File: config.mk
export PLATFORM = sky130hd
export DESIGN_NAME = score_tally_flat
export DESIGN_NICKNAME = d
export VERILOG_FILES = /design/src/rtl/score_tally_if.sv /design/src/rtl/score_tally.sv /design/src/flat_wrapper.sv
export SDC_FILE = /design/constraint.sdc
export NUM_CORES = 1
export LEC_CHECK = 0
export BUFFER_PORTS_ARGS = -buffer_cell sky130_fd_sc_hd__buf_2
export CAP_MARGIN = 20
export CORE_MARGIN = 4
export CORE_UTILIZATION = 32
export DETAILED_ROUTE_END_ITERATION = 12
export PLACE_DENSITY = 0.5
export SLEW_MARGIN = 25
export SYNTH_ARGS = -nofsm -noshare
export SYNTH_HDL_FRONTEND = slang
export SYNTH_SLANG_ARGS = --single-unit
export TNS_END_PERCENT = 100
File: constraint.sdc
create_clock -name frame_clk -period 21.2 [get_ports frame_clk]
set_input_delay 3.18 -clock frame_clk [delete_from_list [all_inputs] [get_ports frame_clk]]
set_output_delay 3.18 -clock frame_clk [all_outputs]
set_load 0.02 [all_outputs]
File: src/rtl/score_tally_if.sv
// score_tally_if: game-control inputs and score outputs of score_tally
interface score_tally_if #(
  parameter int N_LANES = 8
);
  logic [7:0]         keycode;
  logic [N_LANES-1:0] score_in;
  logic               end_game;
  logic [13:0]        score;
  logic [7:0]         combo;
  logic [7:0]         max_combo;
  logic [13:0]        high_score;
  logic               game_over;
  modport master (
    output keycode, score_in, end_game,
    input  score, combo, max_combo, high_score, game_over
  );
  modport slave (
    input  keycode, score_in, end_game,
    output score, combo, max_combo, high_score, game_over
  );
endinterface

File: src/rtl/score_tally.sv
// score_tally: rhythm-game score, combo, max-combo and high-score keeper
module score_tally #(
  parameter int N_LANES       = 8,
  parameter int COMBO_TIMEOUT = 120,
  parameter int BONUS_COMBO   = 10,
  parameter int SCORE_MAX     = 9999
) (
  input logic          frame_clk,
  input logic          Reset,
  score_tally_if.slave bus
);
  localparam int HW = $clog2(N_LANES + 1);
  localparam int TW = $clog2(COMBO_TIMEOUT + 1);
  localparam logic [7:0]    BONUS   = 8'(BONUS_COMBO);
  localparam logic [13:0]   SMAX    = 14'(SCORE_MAX);
  localparam logic [TW-1:0] TMO_END = TW'(COMBO_TIMEOUT - 1);
  typedef enum logic [1:0] {IDLE, PLAYING, DONE} state_t;
  state_t             state, state_nx;
  logic [N_LANES-1:0] prev_in;
  logic [TW-1:0]      tmo, tmo_nx;
  logic [HW-1:0]      hits;
  logic [HW:0]        pts;
  logic [14:0]        sum;
  logic [8:0]         csum;
  logic [13:0]        score_nx, high_nx, score_hit;
  logic [7:0]         combo_nx, max_nx, combo_hit;
  logic               game_over_nx;
  // Rising flags only count while playing; prev_in is tracked in every state
  always_comb begin
    hits = '0;
    for (int i = 0; i < N_LANES; i++)
      hits = hits + HW'(bus.score_in[i] & ~prev_in[i] & (state == PLAYING));
  end
  assign pts       = (bus.combo >= BONUS) ? {hits, 1'b0} : {1'b0, hits};
  assign sum       = {1'b0, bus.score} + 15'(pts);
  assign score_hit = (sum >= 15'(SCORE_MAX)) ? SMAX : sum[13:0];
  assign csum      = {1'b0, bus.combo} + 9'(hits);
  assign combo_hit = csum[8] ? 8'hff : csum[7:0];
  // Game phase register
  always_ff @(posedge frame_clk or negedge Reset) begin
    if (!Reset) state <= IDLE;
    else state <= state_nx;
  end
  // Phase transitions driven by keys and end of chart
  always_comb begin
    state_nx = state;
    if (state == IDLE && bus.keycode == 8'h2c) state_nx = PLAYING;
    else if (state == PLAYING && bus.end_game) state_nx = DONE;
    else if (state == DONE && bus.keycode == 8'h01) state_nx = IDLE;
  end
  // Next values of the scoring registers; hits are scored before the end-of-game high-score check
  always_comb begin
    score_nx     = bus.score;
    combo_nx     = bus.combo;
    max_nx       = bus.max_combo;
    high_nx      = bus.high_score;
    tmo_nx       = tmo;
    game_over_nx = state_nx == DONE;
    if (state == IDLE && bus.keycode == 8'h2c) begin
      score_nx = '0;
      combo_nx = '0;
      max_nx   = '0;
      tmo_nx   = '0;
    end else if (state == PLAYING) begin
      if (hits != '0) begin
        score_nx = score_hit;
        combo_nx = combo_hit;
        tmo_nx   = '0;
      end else begin
        tmo_nx   = (tmo == TMO_END) ? '0 : tmo + 1'b1;
        combo_nx = (tmo == TMO_END) ? '0 : bus.combo;
      end
      max_nx  = (combo_nx > bus.max_combo) ? combo_nx : bus.max_combo;
      high_nx = (state_nx == DONE && score_nx > bus.high_score) ? score_nx : bus.high_score;
    end
  end
  // Registered outputs and edge-detect history
  always_ff @(posedge frame_clk or negedge Reset) begin
    if (!Reset) begin
      prev_in        <= '0;
      tmo            <= '0;
      bus.score      <= '0;
      bus.combo      <= '0;
      bus.max_combo  <= '0;
      bus.high_score <= '0;
      bus.game_over  <= 1'b0;
    end else begin
      prev_in        <= bus.score_in;
      tmo            <= tmo_nx;
      bus.score      <= score_nx;
      bus.combo      <= combo_nx;
      bus.max_combo  <= max_nx;
      bus.high_score <= high_nx;
      bus.game_over  <= game_over_nx;
    end
  end
endmodule

File: src/flat_wrapper.sv
// flat-port wrapper written by rule: the top's interface ports become plain ports
module score_tally_flat 
#(
  parameter int N_LANES       = 8,
  parameter int COMBO_TIMEOUT = 120,
  parameter int BONUS_COMBO   = 10,
  parameter int SCORE_MAX     = 9999
)
  (frame_clk, Reset, bus_keycode, bus_score_in, bus_end_game, bus_score, bus_combo, bus_max_combo, bus_high_score, bus_game_over);
  score_tally_if #(.N_LANES(N_LANES)) bus_i ();
  input logic frame_clk;
  input logic Reset;
  input wire logic [$bits(bus_i.keycode)-1:0] bus_keycode;
  input wire logic [$bits(bus_i.score_in)-1:0] bus_score_in;
  input wire logic [$bits(bus_i.end_game)-1:0] bus_end_game;
  output wire logic [$bits(bus_i.score)-1:0] bus_score;
  output wire logic [$bits(bus_i.combo)-1:0] bus_combo;
  output wire logic [$bits(bus_i.max_combo)-1:0] bus_max_combo;
  output wire logic [$bits(bus_i.high_score)-1:0] bus_high_score;
  output wire logic [$bits(bus_i.game_over)-1:0] bus_game_over;
  assign bus_i.keycode = bus_keycode;
  assign bus_i.score_in = bus_score_in;
  assign bus_i.end_game = bus_end_game;
  assign bus_score = bus_i.score;
  assign bus_combo = bus_i.combo;
  assign bus_max_combo = bus_i.max_combo;
  assign bus_high_score = bus_i.high_score;
  assign bus_game_over = bus_i.game_over;
  score_tally #(.N_LANES(N_LANES), .COMBO_TIMEOUT(COMBO_TIMEOUT), .BONUS_COMBO(BONUS_COMBO), .SCORE_MAX(SCORE_MAX)) u_core (.frame_clk(frame_clk), .Reset(Reset), .bus(bus_i));
endmodule
==> impl_results.md, run 1 <==
* Outcome: complete, no violations
* Core box area at 13300 µm²
* Clk sink count at 62
* DRC at 0
* Via density at 5.17
* CTS Buf Count at 9
* Final Hold Viols at 0
* Post-layout worst setup margin at 11.18 ns
* Leakage at 2.45 nW
* Number of synthesized flops with an enable pin at 0
* Fillers at roughly 1400
* Area grow syn2layout at 17.9%
* Number of global-route vias before repair at 3849
* DP Worst Slack at 10.55 ns
* Top FF cell, synth: dfrtp_1
* RSZ-0062 raised after global routing: no
* # hold bufs at CTS at 0
* Yosys top cell area share at 35.7%
* Skew-Pair Late Insertion Delay at around 0.33 ns
* Fmax at 0.0998 GHz
* Final period utilization at 47.3%
* Port Buffers at 63
* Chip height at roughly 120 µm
* Worst-path clk slew at 0.06 ns
* GRT Residual Overflow at 0
* Post-Place Cells at 719
* YS warnings at 0
* Sequential standard cell area at about 1600 µm²
* Synth area leaders: dfrtp_1 (36%), ha_1 (10%), a21oi_1 (4.8%), nand2_1 (4.7%), nor2_1 (4.1%)
* Setup bufs post-CTS at 0
* Site Rows at 42
* Distinct cells, synth at 66
* Synth Register Bits at slightly above 60
* Largest area contributor in the netlist: dfrtp_1
* Hold WC Path Type: flip-flop to flip-flop
* DR iter-0 viols at between 300 and 400
* Die area at 15500 µm²
* GRT Util Overall at 15.1%
* # setup viols final at 0
* Syn_nets at 558
* ANT nets after route at 0
* Post-cts resize count at 0
* Gpl congestion at 0.849
* Slew headroom at 40.6%
* Diodes inserted at 0
* Max Transition Viols Final at 0
* Initial Util at 32.7%
* PwrDens at 76.4 nW/µm²
* Area of the multi-input gates at around 2600 µm²
* Largest net degree at the start of global routing at 63
* I/O Pins at 64
* Clk_skew at 0.00922 ns
* WL/cell at 15.6 µm
* Fin crit period at 10.02 ns
* Design Power at 0.000391 W
* Drt pass-1 iters at 5
* CTS tree: built
* CTS root buffer: clkbuf_16
* Max Cap Viol at 0
* Sequential fraction of the synthesis area at 35.7%
* Nets at 614
* Kind of start point of the critical path: input port
* Worst EP required at around 21 ns
* Non-Filler Instances at 735
* Fin Setup TNS at 0 ns
* Layout cell share with drive strength beyond 1 at 19.3%
* WL final at 11.5 mm
* Vias after detailed routing at 3803
* CP max FO at 25
* Global-route wire length before repair at ~19 mm
* HPWL Detailed at around 8.5 mm
* Antenna violations before repair at 0
* Post-Synthesis Cells at about 500
* Worst Setup End Kind: flip-flop
* Worst Tran Pin Value at approximately 0.89 ns
* H-tree depth at 3
* Die W at between 100 and 150 µm
* Critical path class: input port to flip-flop
* Worst vdd ir at 0.0000564 V
* Avg Inst Size Synth at 8.73 µm²
* Clock Tree Buf Depth at 2
* WP data arrival at 10.24 ns
* Post-Syn Area at 4350 µm²
* Async SR Flop Fraction at 100%
[worst max-delay path, stage by stage]
cell       delay, ns
buf_2           0.09
nand3b_1        0.10
fa_1            0.53
fa_1            0.55
inv_1           0.05
fa_1            0.47
ha_1            0.23
fa_1            0.66
mux2_2          0.23
inv_1           0.05
fa_1            0.41
nand2b_1        0.20
a21boi_1        0.28
o21ai_1         0.17
xnor2_1         0.17
a2bb2oi_2       0.17
o31ai_4         0.53
a31oi_1         0.16
a31o_2          0.26
inv_1           0.07
ha_1            0.14
nand3_1         0.10
nor3_1          0.28
o31ai_1         0.16
a31oi_4         0.57
mux2_2          0.41
[layout make-up]
cell class / count / area share [%]
inverters: 38 / 2.78
repair buffers: 67 / 6.74
multi-input cells: 376 / 50.2
flip-flops and latches: 62 / 30.3
clock buffers: 10 / 4.47
well taps: 176 / 4.30
clock inverters: 6 / 1.22
[stage by stage]
step	area (µm²)	hold WS (ns)	utilization, %
after floorplan	4350	0.451	-
after global placement	4810	0.485	36.2
after detailed placement	4810	0.498	36.2
after CTS	5110	0.510	38.4
after global routing	5130	0.518	38.6
final	5130	0.513	38.6
[path summary, 6_finish.rpt]
path	startpoint	endpoint	slack [ns]	depth (start not counted)
min	u_core.tmo[6]	u_core.tmo[6]	0.51	1
max reg2reg	u_core.state[1]	u_core.bus.high_score[10]	13.32	26
min reg2reg	u_core.tmo[6]	u_core.tmo[6]	0.51	1
min in group asynchronous	Reset	u_core.bus.high_score[6]	3.02	2
max in group asynchronous	Reset	u_core.bus.max_combo[5]	17.65	2
max	bus_score_in[0]	u_core.bus.high_score[10]	11.18	26
[cell usage in the layout, fill, tap and decap left out, types with 9 or more instances in the layout]
cell       netlist  routed
o21ai_0         35      35
buf_2            3      63
clkbuf_16        0       9
mux2i_1          9       9
inv_1           37      37
nand3_1         11      11
dfrtp_1         62      62
nor3_1          13      13
nand2_1         55      55
nor2_1          48      47
a21oi_1         42      42
ha_1            35      35
[state kept, by name, indices dropped and copies added, names as in the netlist]
signal	count
u_core.bus.game_over	1
u_core.tmo	7
u_core.bus.combo	8
u_core.bus.score	14
u_core.bus.max_combo	8
u_core.state	2
u_core.prev_in	8
u_core.bus.high_score	14
[cells in the mapped netlist (all sizes together) (8+ instances only)]
library cell and instances:
mux2i 9, dfrtp 62, ha 35, a21o 8
nand2 56, clkbuf 12, nand3 12, nor2 48
xor2 9, inv 38, buf 10, a21oi 43
o21ai 40, nor3 13
[metal layers]
| layer | up-vias | GRT usage, % | part of all wire [%] |
|---|---|---|---|
| met5 | - | 0 | 0 |
| met4 | 0 | 5.93 | 2.3 |
| met3 | 19 | 4.03 | 5.9 |
| met2 | 117 | 24.6 | 46 |
| met1 | 1808 | 19.1 | 45 |
| li1 | 1859 | - | - |
[where the power goes]
| part | internal (W) | switching, W | total [W] |
|---|---|---|---|
| combinational | 0.0000378 | 0.0000588 | 0.0000966 |
| clock | 0.0000907 | 0.0000543 | 0.000145 |
| sequential | 0.000132 | 0.0000180 | 0.000150 |
[logic make-up after synthesis]
logic type | share of synthesized area, %
buffers and inverters | 5.73
adder cells (fa/ha/maj) | 12.8
XOR/XNOR | 3.20
AND/OR/NAND/NOR | 19.7
AO/OA/AOI/OAI | 19.5
multiplexers | 3.37
flip-flops | 35.7
Note: power is estimated with default switching activity, not from simulation.
==> inputs of run 2 (changes only) <==
- clock period: 21.2 -> 10.38 ns (I/O delays scaled with it)
==> impl_results.md, run 2 (synthesized netlist as in run 1, its figures left out) <==
* Largest net degree at the start of global routing at 63 (unchanged)
* CTS tree: built
* Slew headroom at 39.7% (-0.88 points)
* CP max FO at 25 (unchanged)
* GRT Residual Overflow at 0 (unchanged)
* Antenna violations before repair at 0 (unchanged)
* RSZ-0062 raised after global routing: no
* Clock Tree Buf Depth at 2 (unchanged)
* Die W at 125 µm (unchanged)
* Fin crit period at 8.38 ns
* Worst-path clk slew at 0.05 ns (about the same)
* Design Power at 0.000816 W (+110%)
* Clk sink count at 62 (unchanged)
* Layout cell share with drive strength beyond 1 at 19.4% (+0.035 points)
* Clk_skew at 0.0100 ns (+0.000829 ns)
* Area of the multi-input gates at 2570 µm² (unchanged)
* Critical path class: input port to flip-flop
* Outcome: complete, no violations
* WL/cell at 15.8 µm (+0.99%)
* GRT Util Overall at 15.0% (-0.16 points)
* Most frequent cells in the layout: buf_2 (63), dfrtp_1 (62), nand2_1 (55)
* Leakage at 2.45 nW (+0.18%)
* CP most frequent cell: fa_1
* Most common cell after layout, fill and taps aside: buf_2
* Drt pass-1 iters at 5 (unchanged)
* WP data arrival at 8.59 ns (-1.65 ns)
* Diodes inserted at 0 (unchanged)
* Fin Setup TNS at 0 ns (unchanged)
* CTS root buffer: clkbuf_16
* Cell area after layout at 5140 µm² (+0.34%)
* # setup viols final at 0 (unchanged)
* ANT nets after route at 0 (unchanged)
* Worst Tran Pin Value at 0.905 ns (+0.0131 ns)
* HPWL Detailed at 8.49 mm (-0.47%)
* Initial Util at 32.7% (unchanged)
* Skew-Pair Late Insertion Delay at 0.33 ns (about the same)
* Hold WC Path Type: flip-flop to flip-flop
* DR iter-0 viols at 254 (-22%)
* # hold bufs at CTS at 0 (unchanged)
* Area after DPL at 4810 µm² (unchanged)
* Post-cts resize count at 0 (unchanged)
* Critical path's slowest cell: fa_1
* Max Transition Viols Final at 0 (unchanged)
* Via density at 5.13 (-0.86%)
* Final Hold Viols at 0 (unchanged)
* Die area at 15500 µm² (unchanged)
* Worst vdd ir at 0.0000927 V (+65%)
* DRC at 0 (unchanged)
* Gpl congestion at 0.848 (about the same)
* Sequential standard cell area at 1550 µm² (unchanged)
* Fin util at 38.7% (+0.13 points)
* Post-layout worst setup margin at 2.00 ns (-9.18 ns)
* Number of global-route vias before repair at 3762 (-2.3%)
* CTS Buf Count at 9 (unchanged)
* Fillers at 1326 (-2.1%)
* Worst stage delay on the critical path at 0.67 ns (about the same)
* Chip height at 125 µm (unchanged)
* Largest regs: u_core.bus.high_score (14), u_core.bus.score (14)
* WL final at 11.6 mm (+0.85%)
* Setup bufs post-CTS at 0 (unchanged)
* Worst EP required at 10.59 ns (-10.83 ns)
* Worst Setup End Kind: flip-flop
* Global-route wire length before repair at 19.0 mm (-0.33%)
* Vias after detailed routing at 3765 (-1.0%)
* H-tree depth at 3 (unchanged)
* I/O Pins at 64 (unchanged)
* DP Worst Slack at 1.34 ns (-9.21 ns)
* Area grow syn2layout at 18.3%
* Kind of start point of the critical path: input port
* Port Buffers at 63 (unchanged)
* Final period utilization at between 80% and 90%
* Fmax at about 0.12 GHz
* Core box area at 13300 µm² (unchanged)
* PwrDens at 159 nW/µm² (+110%)
* Nets at 614 (unchanged)
* Max Cap Viol at 0 (unchanged)
* Site Rows at 42 (unchanged)
run 2: power by group:
| group | switching [W] | internal (W) | total, W |
|---|---|---|---|
| sequential | 0.0000367 | 0.000269 | 0.000306 |
| combinational | 0.000121 | 0.0000775 | 0.000199 |
| clock | 0.000107 | 0.000204 | 0.000311 |
run 2: path summary, 6_finish.rpt:
path,slack [ns],end,cells after the start,from
max,2.00,u_core.bus.high_score[10],26,bus_score_in[0]
min,0.49,u_core.tmo[6],1,u_core.tmo[6]
max reg2reg,2.51,u_core.bus.high_score[10],26,u_core.state[1]
min reg2reg,0.49,u_core.tmo[6],1,u_core.tmo[6]
max in group asynchronous,8.43,u_core.bus.score[10],2,Reset
min in group asynchronous,1.39,u_core.bus.high_score[9],2,Reset
run 2: metrics by stage:
stage | instances | hold WS, ns
after floorplan | 498 | 0.451
after global placement | 719 | 0.485
after detailed placement | 719 | 0.487
after CTS | 734 | 0.501
after global routing | 734 | 0.511
final | 734 | 0.495
run 2: per-layer routing:
metal | vias up | global-route usage [%] | wire length [µm] | share of wire (%)
met1 | 1766 | 19.6 | 5240 | 45
li1 | 1855 | - | - | -
met2 | 124 | 24.2 | 5390 | 47
met3 | 20 | 4.03 | 726 | 6.3
met5 | - | 0 | 0 | 0
met4 | 0 | 4.58 | 219 | 1.9
run 2: layout make-up:
cell class,instances,area share [%]
Clock buffer,12,5.18
Tap cell,176,4.28
Multi-Input combinational cell,376,50.1
Inverter,38,2.77
Timing Repair Buffer,67,6.71
Clock inverter,3,0.827
Sequential cell,62,30.2
run 2: worst max-delay path, delay by kind of cell:
kind	cells	cell delay [ns]
muxes	2	0.64
buffers and inverters	4	0.25
xor gates and xnor gates	1	0.18
adders and majority gates	7	3.00
AOI/OAI and AO/OA	8	2.31
and+or+nand+nor	4	0.67
==> inputs of run 3 (changes only) <==
- ABC_AREA: not set -> 1
- PLACE_DENSITY: 0.5 -> 0.51
- clock period: 10.38 -> 7.4 ns (I/O delays scaled with it)
==> impl_results.md, run 3 <==
* Area grow syn2layout at 19.2%
* Worst Setup End Kind: flip-flop
* Syn_nets at 711 (+27%)
* Sequential fraction of the synthesis area at 33.6% (-2.1 points)
* Vias after detailed routing at 4372 (+16%)
* Outcome: complete, no violations
* Number of global-route vias before repair at 4458 (+19%)
* Max Cap Viol at 0 (unchanged)
* Site Rows at 43 (+2.4%)
* Via density at 4.81 (-6.1%)
* Worst EP required at 7.63 ns (-2.96 ns)
* Port Buffers at 63 (unchanged)
* Clock Tree Buf Depth at 2 (unchanged)
* Chip height at 128 µm (+2.9%)
* Critical path class: input port to flip-flop
* Clk_skew at 0.0123 ns (+0.00225 ns)
* Yosys top cell area share at 33.6% (-2.1 points)
* Worst-path clk slew at 0.05 ns (about the same)
* Max Transition Viols Final at 0 (unchanged)
* Top FF cell, synth: dfrtp_1
* Sequential standard cell area at 1550 µm² (unchanged)
* Synth area leaders: dfrtp_1 (34%), nand2_1 (17%), ha_1 (9.5%), inv_1 (7.8%), nand3_1 (5.2%)
* Cell area after layout at 5500 µm² (+7.0%)
* CP max FO at 8 (-68%)
* Largest net degree at the start of global routing at 63 (unchanged)
* Avg Inst Size Synth at 7.09 µm² (-19%)
* GRT Residual Overflow at 0 (unchanged)
* Async SR Flop Fraction at 100% (unchanged)
* Post-Syn Area at 4620 µm² (+6.2%)
* Final period utilization at 94.5%
* Nets at 783 (+28%)
* PwrDens at 342 nW/µm² (+120%)
* GRT Util Overall at 16.2% (+1.3 points)
* Final Hold Viols at 0 (unchanged)
* RSZ-0062 raised after global routing: no
* Antenna violations before repair at 0 (unchanged)
* CTS root buffer: clkbuf_16
* DRC at 0 (unchanged)
* I/O Pins at 64 (unchanged)
* # hold bufs at CTS at 0 (unchanged)
* Global-route wire length before repair at 21.3 mm (+12%)
* CTS tree: built
* Most frequent cells in the layout: nand2_1 (204), inv_1 (96), buf_2 (63)
* Die area at 16400 µm² (+5.8%)
* Skew-Pair Late Insertion Delay at 0.35 ns (+0.02 ns)
* Area of the multi-input gates at 2660 µm² (+3.2%)
* Core box area at 14000 µm² (+5.2%)
* Layout cell share with drive strength beyond 1 at 17.4% (-1.9 points)
* ANT nets after route at 0 (unchanged)
* H-tree depth at 3 (unchanged)
* Fmax at 0.143 GHz
* Largest regs: u_core.bus.high_score (14), u_core.bus.score (14)
* Diodes inserted at 0 (unchanged)
* Largest area contributor in the netlist: dfrtp_1
* Slew headroom at 37.4% (-2.3 points)
* Die W at 128 µm (+2.9%)
* Most numerous cell in the Yosys netlist: nand2_1
* Distinct cells, synth at 35 (-47%)
* Drt pass-1 iters at 5 (unchanged)
* Gpl congestion at 0.877 (+3.4%)
* Worst stage delay on the critical path at 0.55 ns (-0.12 ns)
* DR iter-0 viols at 210 (-17%)
* Synth Register Bits at 62 (unchanged)
* Critical path's slowest cell: fa_1
* Worst vdd ir at 0.000106 V (+14%)
* Setup bufs post-CTS at 0 (unchanged)
* Area after DPL at 5180 µm² (+7.5%)
* YS warnings at 0 (unchanged)
* Fillers at 1496 (+13%)
* Kind of start point of the critical path: input port
* Post-cts resize count at 0 (unchanged)
* Post-Synthesis Cells at 651 (+31%)
* Initial Util at 33.0% (+0.32 points)
* CTS Buf Count at 9 (unchanged)
* Hold WC Path Type: flip-flop to flip-flop
* Synth cell count leaders: nand2_1 (204), inv_1 (96), dfrtp_1 (62)
* Leakage at 3.03 nW (+23%)
* Worst Tran Pin Value at 0.930 ns (+0.0258 ns)
* HPWL Detailed at 9.74 mm (+15%)
* Fin util at 39.3% (+0.66 points)
* Number of synthesized flops with an enable pin at 0 (unchanged)
* WL/cell at 13.7 µm (-13%)
* WP data arrival at 7.22 ns (-1.37 ns)
* Clk sink count at 62 (unchanged)
* Most common cell after layout, fill and taps aside: nand2_1
* WL final at 12.5 mm (+7.7%)
* # setup viols final at 0 (unchanged)
* Fin crit period at between 6 and 7 ns
run 3: cell count changes in the layout (fill, tap and decap cells not counted), sizes merged, moves of 9 or more:
cell   before  now
a21oi      43   22
inv        38   99
mux2i       9    0
nand2      56  213
nand3      12   59
nor3       13    4
run 3: stage by stage:
| step | hold WS (ns) | total power [W] | setup slack [ns] | std cells | TNS, ns |
|---|---|---|---|---|---|
| after global placement | 0.494 | 0.00144 | 0.126 | 892 | 0 |
| after global routing | 0.541 | 0.00207 | 0.000565 | 908 | 0 |
| after CTS | 0.518 | 0.00191 | 0.308 | 908 | 0 |
| after detailed placement | 0.501 | 0.00146 | -0.0480 | 892 | -0.222 |
| final | 0.510 | 0.00189 | 0.409 | 908 | 0 |
| after floorplan | 0.488 | 0.00118 | 0.563 | 651 | 0 |
run 3: cell type report:
| type | count | area share [%] |
|---|---|---|
| flip-flops and latches | 62 | 28.2 |
| repair buffers | 74 | 7.23 |
| clock inverters | 4 | 0.818 |
| well taps | 180 | 4.09 |
| clock buffers | 12 | 4.66 |
| inverters | 99 | 6.75 |
| multi-input cells | 477 | 48.3 |
run 3: cells by family (layout without fill, tap and decap cells):
kind of cell | count (synthesis) | count (layout) | synth area share [%]
flops | 62 | 62 | 33.6
xor+xnor | 11 | 11 | 2.09
buf+inv | 112 | 189 | 9.51
compound gates | 71 | 71 | 8.32
simple gates | 354 | 354 | 34.4
fa+ha+maj | 41 | 41 | 12.1
run 3: final timing paths:
kind	startpoint	endpoint	slack (ns)	cells after the start
max in group asynchronous	Reset	u_core.bus.score[5]	5.93	2
setup / recovery	bus_score_in[0]	u_core.bus.high_score[10]	0.41	35
hold / removal	u_core.bus.high_score[7]	u_core.bus.high_score[7]	0.51	2
hold reg to reg	u_core.bus.high_score[7]	u_core.bus.high_score[7]	0.51	2
min in group asynchronous	Reset	u_core.state[1]	0.94	2
setup reg to reg	u_core.state[1]	u_core.bus.high_score[10]	0.52	35
run 3: where the power goes:
group	switching, W	leakage (nW)	internal (W)
clock network	0.000155	0.152	0.000277
registers	0.000109	0.796	0.000440
logic	0.000579	2.08	0.000326
run 3: critical path: cells and delay by family:
kind                     cells  cell delay [ns]
buffers and inverters        9             0.82
XOR/XNOR                     2             0.55
AND/OR/NAND/NOR             14             1.49
AO/OA/AOI/OAI                3             0.45
adder cells (fa/ha/maj)      7             2.78
run 3: per-layer routing:
layer / track usage (%) / vias to the layer above / routed length (µm)
met3: 2.96 / 20 / 511
met1: 21.6 / 2051 / 5940
met4: 7.05 / 0 / 286
li1: - / 2229 / -
met5: 0 / - / 0
met2: 25.9 / 72 / 5730
